<file path="src/rtl/ps2_key_tracker_if.sv">
// Scan-code input and decoded-event output bundle between ps2_rx, the key
// tracker and whatever consumes key events.
interface ps2_key_tracker_if;
  logic       rx_done_tick;
  logic [7:0] rx_data;
  logic       event_valid;
  logic [7:0] event_code;
  logic       event_ext;
  logic       event_break;

  // Master supplies scan codes and observes events; slave is the tracker.
  modport master (
    output rx_done_tick, rx_data,
    input  event_valid, event_code, event_ext, event_break
  );
  modport slave (
    input  rx_done_tick, rx_data,
    output event_valid, event_code, event_ext, event_break
  );
endinterface

</file>
<file path="src/rtl/ps2_key_tracker.sv">
// Decodes PS/2 make/break (F0) and extended (E0) prefixes into held-direction
// flags and moves a clamped sprite origin once per video frame.
module ps2_key_tracker #(
  parameter int STEP        = 4,
  parameter int SPRITE_SIZE = 50,
  parameter int WIDTH       = 640,
  parameter int HEIGHT      = 480,
  parameter int INIT_X      = 0,
  parameter int INIT_Y      = 0
) (
  input  logic                clk,
  input  logic                reset,
  ps2_key_tracker_if.slave    bus,
  input  logic                screen_end,
  output logic [3:0]          key_held,
  output logic [9:0]          x_pos,
  output logic [9:0]          y_pos
);

  localparam logic [1:0] ST_IDLE    = 2'd0;
  localparam logic [1:0] ST_BRK     = 2'd1;
  localparam logic [1:0] ST_EXT     = 2'd2;
  localparam logic [1:0] ST_EXT_BRK = 2'd3;

  localparam logic signed [10:0] STEP_S = 11'(STEP);
  localparam logic signed [10:0] X_MAX  = 11'(WIDTH - SPRITE_SIZE);
  localparam logic signed [10:0] Y_MAX  = 11'(HEIGHT - SPRITE_SIZE);

  logic [1:0] state, state_nxt;
  logic       term, term_ext, term_brk;
  logic       is_f0, is_e0;
  logic       screen_end_q;
  logic       frame_tick;
  logic [3:0] mask;
  logic [9:0] x_nxt, y_nxt;

  // key_held bit order: {right, left, down, up}
  function automatic logic [3:0] dir_mask(input logic ext, input logic [7:0] code);
    dir_mask = 4'b0000;
    if (!ext) begin
      case (code)
        8'h1D:   dir_mask = 4'b0001;
        8'h1B:   dir_mask = 4'b0010;
        8'h1C:   dir_mask = 4'b0100;
        8'h23:   dir_mask = 4'b1000;
        default: dir_mask = 4'b0000;
      endcase
    end else begin
      case (code)
        8'h75:   dir_mask = 4'b0001;
        8'h72:   dir_mask = 4'b0010;
        8'h6B:   dir_mask = 4'b0100;
        8'h74:   dir_mask = 4'b1000;
        default: dir_mask = 4'b0000;
      endcase
    end
  endfunction

  // Signed 11-bit intermediate so a step below zero saturates instead of wrapping.
  function automatic logic [9:0] step_axis(input logic [9:0] pos, input logic inc,
                                           input logic dec, input logic signed [10:0] max_s);
    logic signed [10:0] sum;
    sum = signed'({1'b0, pos});
    if (inc && !dec)      sum = sum + STEP_S;
    else if (dec && !inc) sum = sum - STEP_S;
    if (sum < 0)          step_axis = 10'd0;
    else if (sum > max_s) step_axis = max_s[9:0];
    else                  step_axis = sum[9:0];
  endfunction

  assign is_f0      = (bus.rx_data == 8'hF0);
  assign is_e0      = (bus.rx_data == 8'hE0);
  assign frame_tick = screen_end && !screen_end_q;
  assign mask       = dir_mask(term_ext, bus.rx_data);
  assign x_nxt      = step_axis(x_pos, key_held[3], key_held[2], X_MAX);
  assign y_nxt      = step_axis(y_pos, key_held[1], key_held[0], Y_MAX);

  always_comb begin
    // NOTE: every output gets a default first so no path leaves one unassigned (no latch).
    state_nxt = state;
    term      = 1'b0;
    term_ext  = 1'b0;
    term_brk  = 1'b0;
    if (bus.rx_done_tick) begin
      case (state)
        ST_IDLE: begin
          if (is_f0)      state_nxt = ST_BRK;
          else if (is_e0) state_nxt = ST_EXT;
          else            term      = 1'b1;
        end
        ST_BRK: begin
          if (!is_f0 && !is_e0) begin
            term      = 1'b1;
            term_brk  = 1'b1;
            state_nxt = ST_IDLE;
          end
        end
        ST_EXT: begin
          if (is_f0) begin
            state_nxt = ST_EXT_BRK;
          end else if (!is_e0) begin
            term      = 1'b1;
            term_ext  = 1'b1;
            state_nxt = ST_IDLE;
          end
        end
        default: begin
          if (!is_f0 && !is_e0) begin
            term      = 1'b1;
            term_ext  = 1'b1;
            term_brk  = 1'b1;
            state_nxt = ST_IDLE;
          end
        end
      endcase
    end
  end

  // NOTE: registered state uses non-blocking assignments so every flop samples pre-edge values.
  always_ff @(posedge clk or negedge reset) begin
    if (!reset) begin
      state           <= ST_IDLE;
      key_held        <= 4'b0000;
      x_pos           <= 10'(INIT_X);
      y_pos           <= 10'(INIT_Y);
      screen_end_q    <= 1'b0;
      bus.event_valid <= 1'b0;
      bus.event_code  <= 8'h00;
      bus.event_ext   <= 1'b0;
      bus.event_break <= 1'b0;
    end else begin
      state           <= state_nxt;
      screen_end_q    <= screen_end;
      bus.event_valid <= term;
      if (term) begin
        bus.event_code  <= bus.rx_data;
        bus.event_ext   <= term_ext;
        bus.event_break <= term_brk;
        key_held        <= term_brk ? (key_held & ~mask) : (key_held | mask);
      end
      // Frame step reads key_held before this edge's event lands.
      if (frame_tick) begin
        x_pos <= x_nxt;
        y_pos <= y_nxt;
      end
    end
  end

endmodule

</file>
<file path="src/flat_wrapper.sv">
// flat-port wrapper written by rule: the top's interface ports become plain ports
module ps2_key_tracker_flat 
#(
  parameter int STEP        = 4,
  parameter int SPRITE_SIZE = 50,
  parameter int WIDTH       = 640,
  parameter int HEIGHT      = 480,
  parameter int INIT_X      = 0,
  parameter int INIT_Y      = 0
)
  (clk, reset, screen_end, key_held, x_pos, y_pos, bus_rx_done_tick, bus_rx_data, bus_event_valid, bus_event_code, bus_event_ext, bus_event_break);
  ps2_key_tracker_if bus_i ();
  input  logic clk;
  input  logic reset;
  input  logic screen_end;
  output logic [3:0] key_held;
  output logic [9:0] x_pos;
  output logic [9:0] y_pos;
  input wire logic [$bits(bus_i.rx_done_tick)-1:0] bus_rx_done_tick;
  input wire logic [$bits(bus_i.rx_data)-1:0] bus_rx_data;
  output wire logic [$bits(bus_i.event_valid)-1:0] bus_event_valid;
  output wire logic [$bits(bus_i.event_code)-1:0] bus_event_code;
  output wire logic [$bits(bus_i.event_ext)-1:0] bus_event_ext;
  output wire logic [$bits(bus_i.event_break)-1:0] bus_event_break;
  assign bus_i.rx_done_tick = bus_rx_done_tick;
  assign bus_i.rx_data = bus_rx_data;
  assign bus_event_valid = bus_i.event_valid;
  assign bus_event_code = bus_i.event_code;
  assign bus_event_ext = bus_i.event_ext;
  assign bus_event_break = bus_i.event_break;
  ps2_key_tracker #(.STEP(STEP), .SPRITE_SIZE(SPRITE_SIZE), .WIDTH(WIDTH), .HEIGHT(HEIGHT), .INIT_X(INIT_X), .INIT_Y(INIT_Y)) u_core (.clk(clk), .reset(reset), .bus(bus_i), .screen_end(screen_end), .key_held(key_held), .x_pos(x_pos), .y_pos(y_pos));
endmodule
</file>
<file path="config.mk">
export PLATFORM = sky130hd
export DESIGN_NAME = ps2_key_tracker_flat
export DESIGN_NICKNAME = d
export VERILOG_FILES = /design/src/rtl/ps2_key_tracker_if.sv /design/src/rtl/ps2_key_tracker.sv /design/src/flat_wrapper.sv
export SDC_FILE = /design/constraint.sdc
export NUM_CORES = 1
export LEC_CHECK = 0
export CORE_MARGIN = 5
export CORE_UTILIZATION = 30
export CTS_CLUSTER_DIAMETER = 80
export DETAILED_ROUTE_END_ITERATION = 7
export GPL_TIMING_DRIVEN = 0
export HOLD_SLACK_MARGIN = 0.05
export PLACE_DENSITY = 0.58
export SLEW_MARGIN = 30
export SYNTH_ARGS = -nofsm -noshare
export SYNTH_HDL_FRONTEND = slang
export SYNTH_SLANG_ARGS = --single-unit
export TNS_END_PERCENT = 5
</file>
<file path="constraint.sdc">
create_clock -name clk -period 5.45 [get_ports clk]
set_input_delay 1.3625 -clock clk [delete_from_list [all_inputs] [get_ports clk]]
set_output_delay 1.3625 -clock clk [all_outputs]
set_load 0.1 [all_outputs]
</file>
# Word level (Yosys, flattened, before mapping)

Cells that the tools add are included.

$add $sub $neg: 4
Order comparisons: 4
Equal/unequal tests: 14
Muxes and demuxes: 27
Bitwise operators: 3
Reduce and logical (&&, ||, !) cells: 18

Operator list:

| operator              | count |
|---|---|
| $mux 11               | 4 |
| $mux 10               | 4 |
| $eq 8x7->1 const B    | 4 |
| $pmux 4 s4            | 2 |
| $eq 8x5->1 const B    | 3 |
| $add 10x3->11 const B | 2 |
| $lt 11x1->1 const B   | 2 |
| $sub 10x3->11 const B | 2 |
| $eq 8x8->1 const B    | 2 |
| $gt 11x10->1 const B  | 1 |
| $gt 11x11->1 const B  | 1 |
| $mux 2                | 5 |
| $eq 8x6->1 const B    | 1 |
| $mux 1                | 8 |
| $mux 4                | 2 |
| $logic_not 1->1       | 7 |
| $logic_and 1x1->1     | 6 |
| $and 4x4->4           | 1 |
| $not 4->4             | 1 |
| $or 4x4->4            | 1 |
| $pmux 2 s2            | 1 |
| $reduce_and 4->1      | 1 |
| $reduce_or 2->1       | 2 |
| $ne 3x1->1 const B    | 1 |
| 6 further kinds       | 6 |

Flip-flop bits (word level): 38
Input port bits: 12
Output and inout bits: 35
Word-level logic and storage cells: 79

# Logic depth before layout (Yosys ltp)

Word-level depth: 10
Mapped depth: 9
Gate-level depth less buffers: 9

# Worst setup path after synthesis

No wires, ideal clock.

Path type: flip-flop to flip-flop
Start: register u_core.key_held[0]
End: register u_core.y_pos[3]
Setup time: 0.132 ns
Arrival time: 2.747 ns
Required time: 5.318 ns
Path slack: 2.571 ns
Cell stages (with the launch flop): 9
Buffers on the path: 1
Clock period less this slack: 2.879 ns
Cell sequence: dfrtp_1 -> buf_2 -> or4b_4 -> nor4_1 -> o21ai_1 -> a32oi_1 -> o21ai_2 -> nor3_1 -> o22ai_1

Cells in the longest elaborated chain, start to end: 6
Elaborated cells on any way between the ends: 9
Those cells by class: order compare (2); mux (4); reduce/logical (3)

Ends and longest elaborated chain:

| item                                                 | RTL line                                     | source |
|---|---|---|
| start, declared                                      | ps2_key_tracker.sv:15                        | `output logic [3:0] key_held,` |
| start signal, assigned                               | ps2_key_tracker.sv:139                       | `key_held <= term_brk ? (key_held & ~mask) : (key_held \| mask);` |
| $logic_and 1x1->1 or $logic_not 1->1 (tied branches) | ps2_key_tracker.sv:65, ps2_key_tracker.sv:64 |  |
| $mux 11 or $logic_and 1x1->1 (tied branches)         | ps2_key_tracker.sv:65, ps2_key_tracker.sv:64 |  |
| $mux 11 (*)                                          | ps2_key_tracker.sv:64                        | `if (inc && !dec) sum = sum + STEP_S;` |
| $gt 11x10->1                                         | ps2_key_tracker.sv:67                        | `else if (sum > max_s) step_axis = max_s[9:0];` |
| $mux 10                                              | ps2_key_tracker.sv:67                        |  |
| $mux 10 (*)                                          | ps2_key_tracker.sv:66                        | `if (sum < 0) step_axis = 10'd0;` |
| end signal, assigned                                 | ps2_key_tracker.sv:125                       | `y_pos <= 10'(INIT_Y);` |
| end signal, assigned                                 | ps2_key_tracker.sv:144                       | `y_pos <= y_nxt;` |
| end, declared                                        | ps2_key_tracker.sv:17                        | `output logic [9:0] y_pos` |

Mark *: on every way between the ends. The rest lies on a longest branch, timed or not.
A chain may end at the register's enable or synchronous reset.

# Worst setup path after layout

Start: register u_core.y_pos[6]
End: output port y_pos[6]

RTL lines:

| item          | RTL line           | source |
|---|---|---|
| end, declared | flat_wrapper.sv:18 | `output logic [9:0] y_pos;` |

No word-level cell between the ends.

==> Flow_metrics.wiki <==
{| class="wikitable"
! Metric !! Value
|-
| R2r endpoint || u_core.x_pos[5]$_DFFE_PN0P_
|-
| Number of pins exceeding their max-slew limit in the final report || 0
|-
| Worst-path fanout max || 9
|-
| Setup repair after global routing missed its margin || no
|-
| Max-cap violations || 0
|-
| Final worst hold slack || 0.486 ns
|-
| Number of diodes added for antenna fixing || 0
|-
| Post-synth top area share || 39.7%
|-
| Clock tree from TritonCTS || done
|-
| Total core area || 0.00729 sq mm
|-
| Remaining global-route overflow || 0
|-
| Pin count of the biggest net entering global routing || 27
|-
| Worst Reg2Reg Path Length in Cells || 7
|-
| Number of design rule violations left after detail routing || 0
|-
| Final setup margin || 2.11 ns
|-
| Via count of the first global-routing pass || 2128
|-
| Placed cell area || 0.00284 sq mm
|-
| Stage delay of the slowest cell on the critical path || 1.19 ns
|-
| Chip Height || 97.0 microns
|-
| Area of the die || 0.00940 sq mm
|-
| Status || finished clean
|-
| Reg2Reg Launch Point || u_core.x_pos[3]$_DFFE_PN0P_
|-
| Hold Vio Cnt, Final || 0
|-
| Count of flip-flops with a built-in enable after synthesis || 0
|-
| Switching part of the total || 56.3%
|-
| Global-route wire length before repair || 10.1 mm
|-
| Total Neg Setup Slack || 0 ns
|-
| Root cell of the clock tree || sky130_fd_sc_hd__clkbuf_8
|-
| Number of instances in the synthesized netlist || 267
|-
| Area of all placed cells without fillers || 0.00292 sq mm
|-
| Fraction of layout instances using a drive strength above 1 || 9.09%
|-
| Most area-hungry cell type in the Yosys netlist || sky130_fd_sc_hd__dfrtp_1
|-
| Per-cell via count in the routed design || 5.01
|-
| Worst vdd ir || 174 uV
|-
| Power Dens Cells || 514 mW/mm^2
|-
| Count of buffering cells on the critical path with inverters included || 1
|-
| # resized after CTS || 0
|-
| Max Freq || 299 MHz
|-
| Cells taking the most area after synthesis || sky130_fd_sc_hd__dfrtp_1 (40%), sky130_fd_sc_hd__nand2_1 (7.9%), sky130_fd_sc_hd__o21ai_0 (3.5%), sky130_fd_sc_hd__nor2_1 (3.1%), sky130_fd_sc_hd__a21oi_1 (2.6%)
|-
| Clock share of power || 12.3%
|-
| End point of the most critical hold path || u_core.bus.event_code[0]$_DFFE_PN0P_
|-
| I/O pin cnt || 47
|-
| Most used flip-flop cell after synthesis || sky130_fd_sc_hd__dfrtp_1
|-
| Max stage delay cell, worst path || sky130_fd_sc_hd__clkdlybuf4s50_1
|-
| Number of nets in the finished design || 335
|-
| Number of buffers between clock root and the deepest sink || 2
|-
| Synthesis-to-layout area growth || 28.6%
|-
| Chip Width || 97.0 microns
|-
| Starting density of the core || 31.1%
|-
| Total wire length after detailed routing || 5.68 mm
|-
| Arrival time worst endpoint || 1.98 ns
|-
| Maximum clock skew at final layout || 0.00828 ns
|-
| Hold_sp || u_core.bus.event_code[0]$_DFFE_PN0P_
|-
| Placed wire-length estimate after detailed placement || 4.23 mm
|-
| Worst Setup Path Type || reg -> out
|-
| Number of standard-cell rows in the floorplan || 31
|-
| Critical path startpoint category || register
|-
| Endpoint kind of the worst setup timing path || output pin
|-
| Routability cong. || 0.807
|-
| Slew at the pin closest to its max-slew limit || 1.00 ns
|-
| Cell area after technology mapping || 0.00227 sq mm
|-
| Number of sinks on the clock net || 36
|-
| Clock edge transition at the registers on the reported setup and hold paths || 0.07 ns
|-
| Power spent charging and discharging nets || 845 uW
|-
| Number of distinct library cells after synthesis || 58
|-
| Number of instances on the worst hold path || 2
|-
| Synthesized flop and latch total || 36
|-
| Count of port buffers added during placement || 43
|-
| Hold crit path type || reg -> reg
|-
| Routed length per placed instance || 13.6 microns
|-
| Htree depth || 2
|-
| Lkg Pwr || 0.00121 uW
|-
| Violation count after the first detailed-route iteration || 61
|-
| Required time at the worst-slack endpoint || 4.09 ns
|-
| Clock Latency Late Sink || 0.29 ns
|-
| Mean cell area of the mapped netlist || 8.50 sq um
|-
| Buffers inserted during post-CTS setup optimization || 0
|-
| Sequential cell area fraction in the yosys report || 39.7%
|-
| Number of antenna violations at the first check in global routing || 0
|-
| First drt pass iteration count || 4
|-
| Setup slack of the worst register-to-register path || 2.95 ns
|-
| Max transition margin || 33.2%
|-
| Cells traversed along the worst timing path || clkdlybuf4s50_1
|-
| Via Count || 2096
|-
| Final setup vio count || 0
|-
| Seq pwr share || 26.9%
|-
| Share of flip-flops with an asynchronous set or reset || 100%
|-
| Largest delay contributor family on the critical path || buffers and inverters
|-
| Total of warnings raised by yosys || 0
|-
| Global Route Usage Sum || 12.6%
|-
| Number of hold buffers added after CTS || 0
|-
| Worst setup slack after placement || 2.05 ns
|-
| Post-route antenna net violation count || 0
|-
| Period utilization || 61.3%
|-
| Relative contribution of combinational cells to total power || 60.8%
|-
| Internal Power || 655 uW
|-
| Num CTS Buffers || 5
|-
| Final worst path period need || 3.34 ns
|}
flip-flops by register name, indices dropped and copies added (netlist names):
name,flops
u_core.x_pos,9
u_core.y_pos,9
u_core.bus.event_code,8
u_core.key_held,4
u_core.state,2
u_core.bus.event_break,1
u_core.bus.event_ext,1
u_core.bus.event_valid,1
u_core.screen_end_q,1
routing by layer:
| layer | GRT usage (%) | vias up | wire, microns |
|---|---|---|---|
| met5 | 0 | - | 0 |
| met4 | 2.59 | 0 | 34 |
| met3 | 4.68 | 5 | 418 |
| met2 | 20.0 | 55 | 2520 |
| met1 | 16.4 | 977 | 2710 |
| li1 | - | 1059 | - |
cell usage after synthesis, drive strengths merged (3+ instances only):
library cell / n
nand2: 48
dfrtp: 36
o21ai: 20
nor2: 19
a21oi: 12
inv: 11
buf: 8
nor3: 8
o31ai: 7
xor2: 7
a22oi: 6
clkbuf: 6
nand2b: 5
nand3b: 5
a211oi: 4
ha: 4
nand3: 4
nor2b: 4
nor4: 4
a21o: 3
nor3b: 3
o22ai: 3
or3: 3
metrics by stage:
step | cells | util [%] | power (uW)
floorplan | 268 | - | 1110
global placement | 410 | 38.8 | 1320
detailed placement | 411 | 39.0 | 1320
CTS | 418 | 40.1 | 1510
global route | 418 | 40.0 | 1590
finish | 418 | 40.0 | 1500
power groups by stage:
stage               sequential [uW]  combinational, uW  clock, uW
floorplan                       826                282          0
global placement                408                910          0
detailed placement              409                915          0
CTS                             405                918        192
global route                    418                973        202
finish                          403                912        185
worst max path at each step:
| stage | from | endpoint | slack (ns) | cells after the start |
|---|---|---|---|---|
| after floorplan | u_core.key_held[0]$_DFFE_PN0P_ | u_core.y_pos[3]$_DFFE_PN0P_ | 2.57 | 8 |
| after global placement | bus_rx_data[1] | u_core.key_held[2]$_DFFE_PN0P_ | 2.08 | 7 |
| after detailed placement | bus_rx_data[1] | u_core.key_held[2]$_DFFE_PN0P_ | 2.05 | 7 |
| after CTS | u_core.y_pos[6]$_DFFE_PN0P_ | y_pos[6] | 2.09 | 1 |
| after global routing | u_core.y_pos[6]$_DFFE_PN0P_ | y_pos[6] | 2.03 | 1 |
| final | u_core.y_pos[6]$_DFFE_PN0P_ | y_pos[6] | 2.11 | 1 |
cell type report:
cell class | instances | area (sq um)
inverters | 11 | 41.3
clock buffers | 5 | 68.8
plain buffers | 14 | 72.6
clock inverters | 2 | 12.5
repair buffers | 44 | 440
multi-input cells | 207 | 1260
fillers | 773 | 4370
flip-flops and latches | 36 | 901
well taps | 99 | 124
cell usage in the layout (no fill, tap or decap), types with 3 or more instances in the layout:
master	instances
sky130_fd_sc_hd__inv_1	10
sky130_fd_sc_hd__a21oi_1	12
sky130_fd_sc_hd__clkbuf_1	6
sky130_fd_sc_hd__o21ai_0	16
sky130_fd_sc_hd__nand2b_1	5
sky130_fd_sc_hd__nor4_1	4
sky130_fd_sc_hd__nor3_1	8
sky130_fd_sc_hd__nand2_1	48
sky130_fd_sc_hd__nand3b_1	5
sky130_fd_sc_hd__nor2_1	19
sky130_fd_sc_hd__o21ai_1	3
sky130_fd_sc_hd__a21o_1	3
sky130_fd_sc_hd__clkdlybuf4s50_1	41
sky130_fd_sc_hd__o31ai_1	7
sky130_fd_sc_hd__nor2b_1	4
sky130_fd_sc_hd__a211oi_1	4
sky130_fd_sc_hd__a22oi_1	6
sky130_fd_sc_hd__clkbuf_8	5
sky130_fd_sc_hd__dfrtp_1	36
sky130_fd_sc_hd__buf_2	6
sky130_fd_sc_hd__ha_1	4
sky130_fd_sc_hd__nand3_1	4
sky130_fd_sc_hd__xor2_1	6
cells by family after synthesis:
group	share of synthesized area (%)
AND/OR/NAND/NOR	26.6
buffers and inverters	5.02
adder cells (fa/ha/maj)	2.21
XOR/XNOR	3.42
multiplexers	1.38
flip-flops	39.7
AO/OA/AOI/OAI	21.5
other	0.165
No activity file was read; power rests on OpenSTA's default activity.
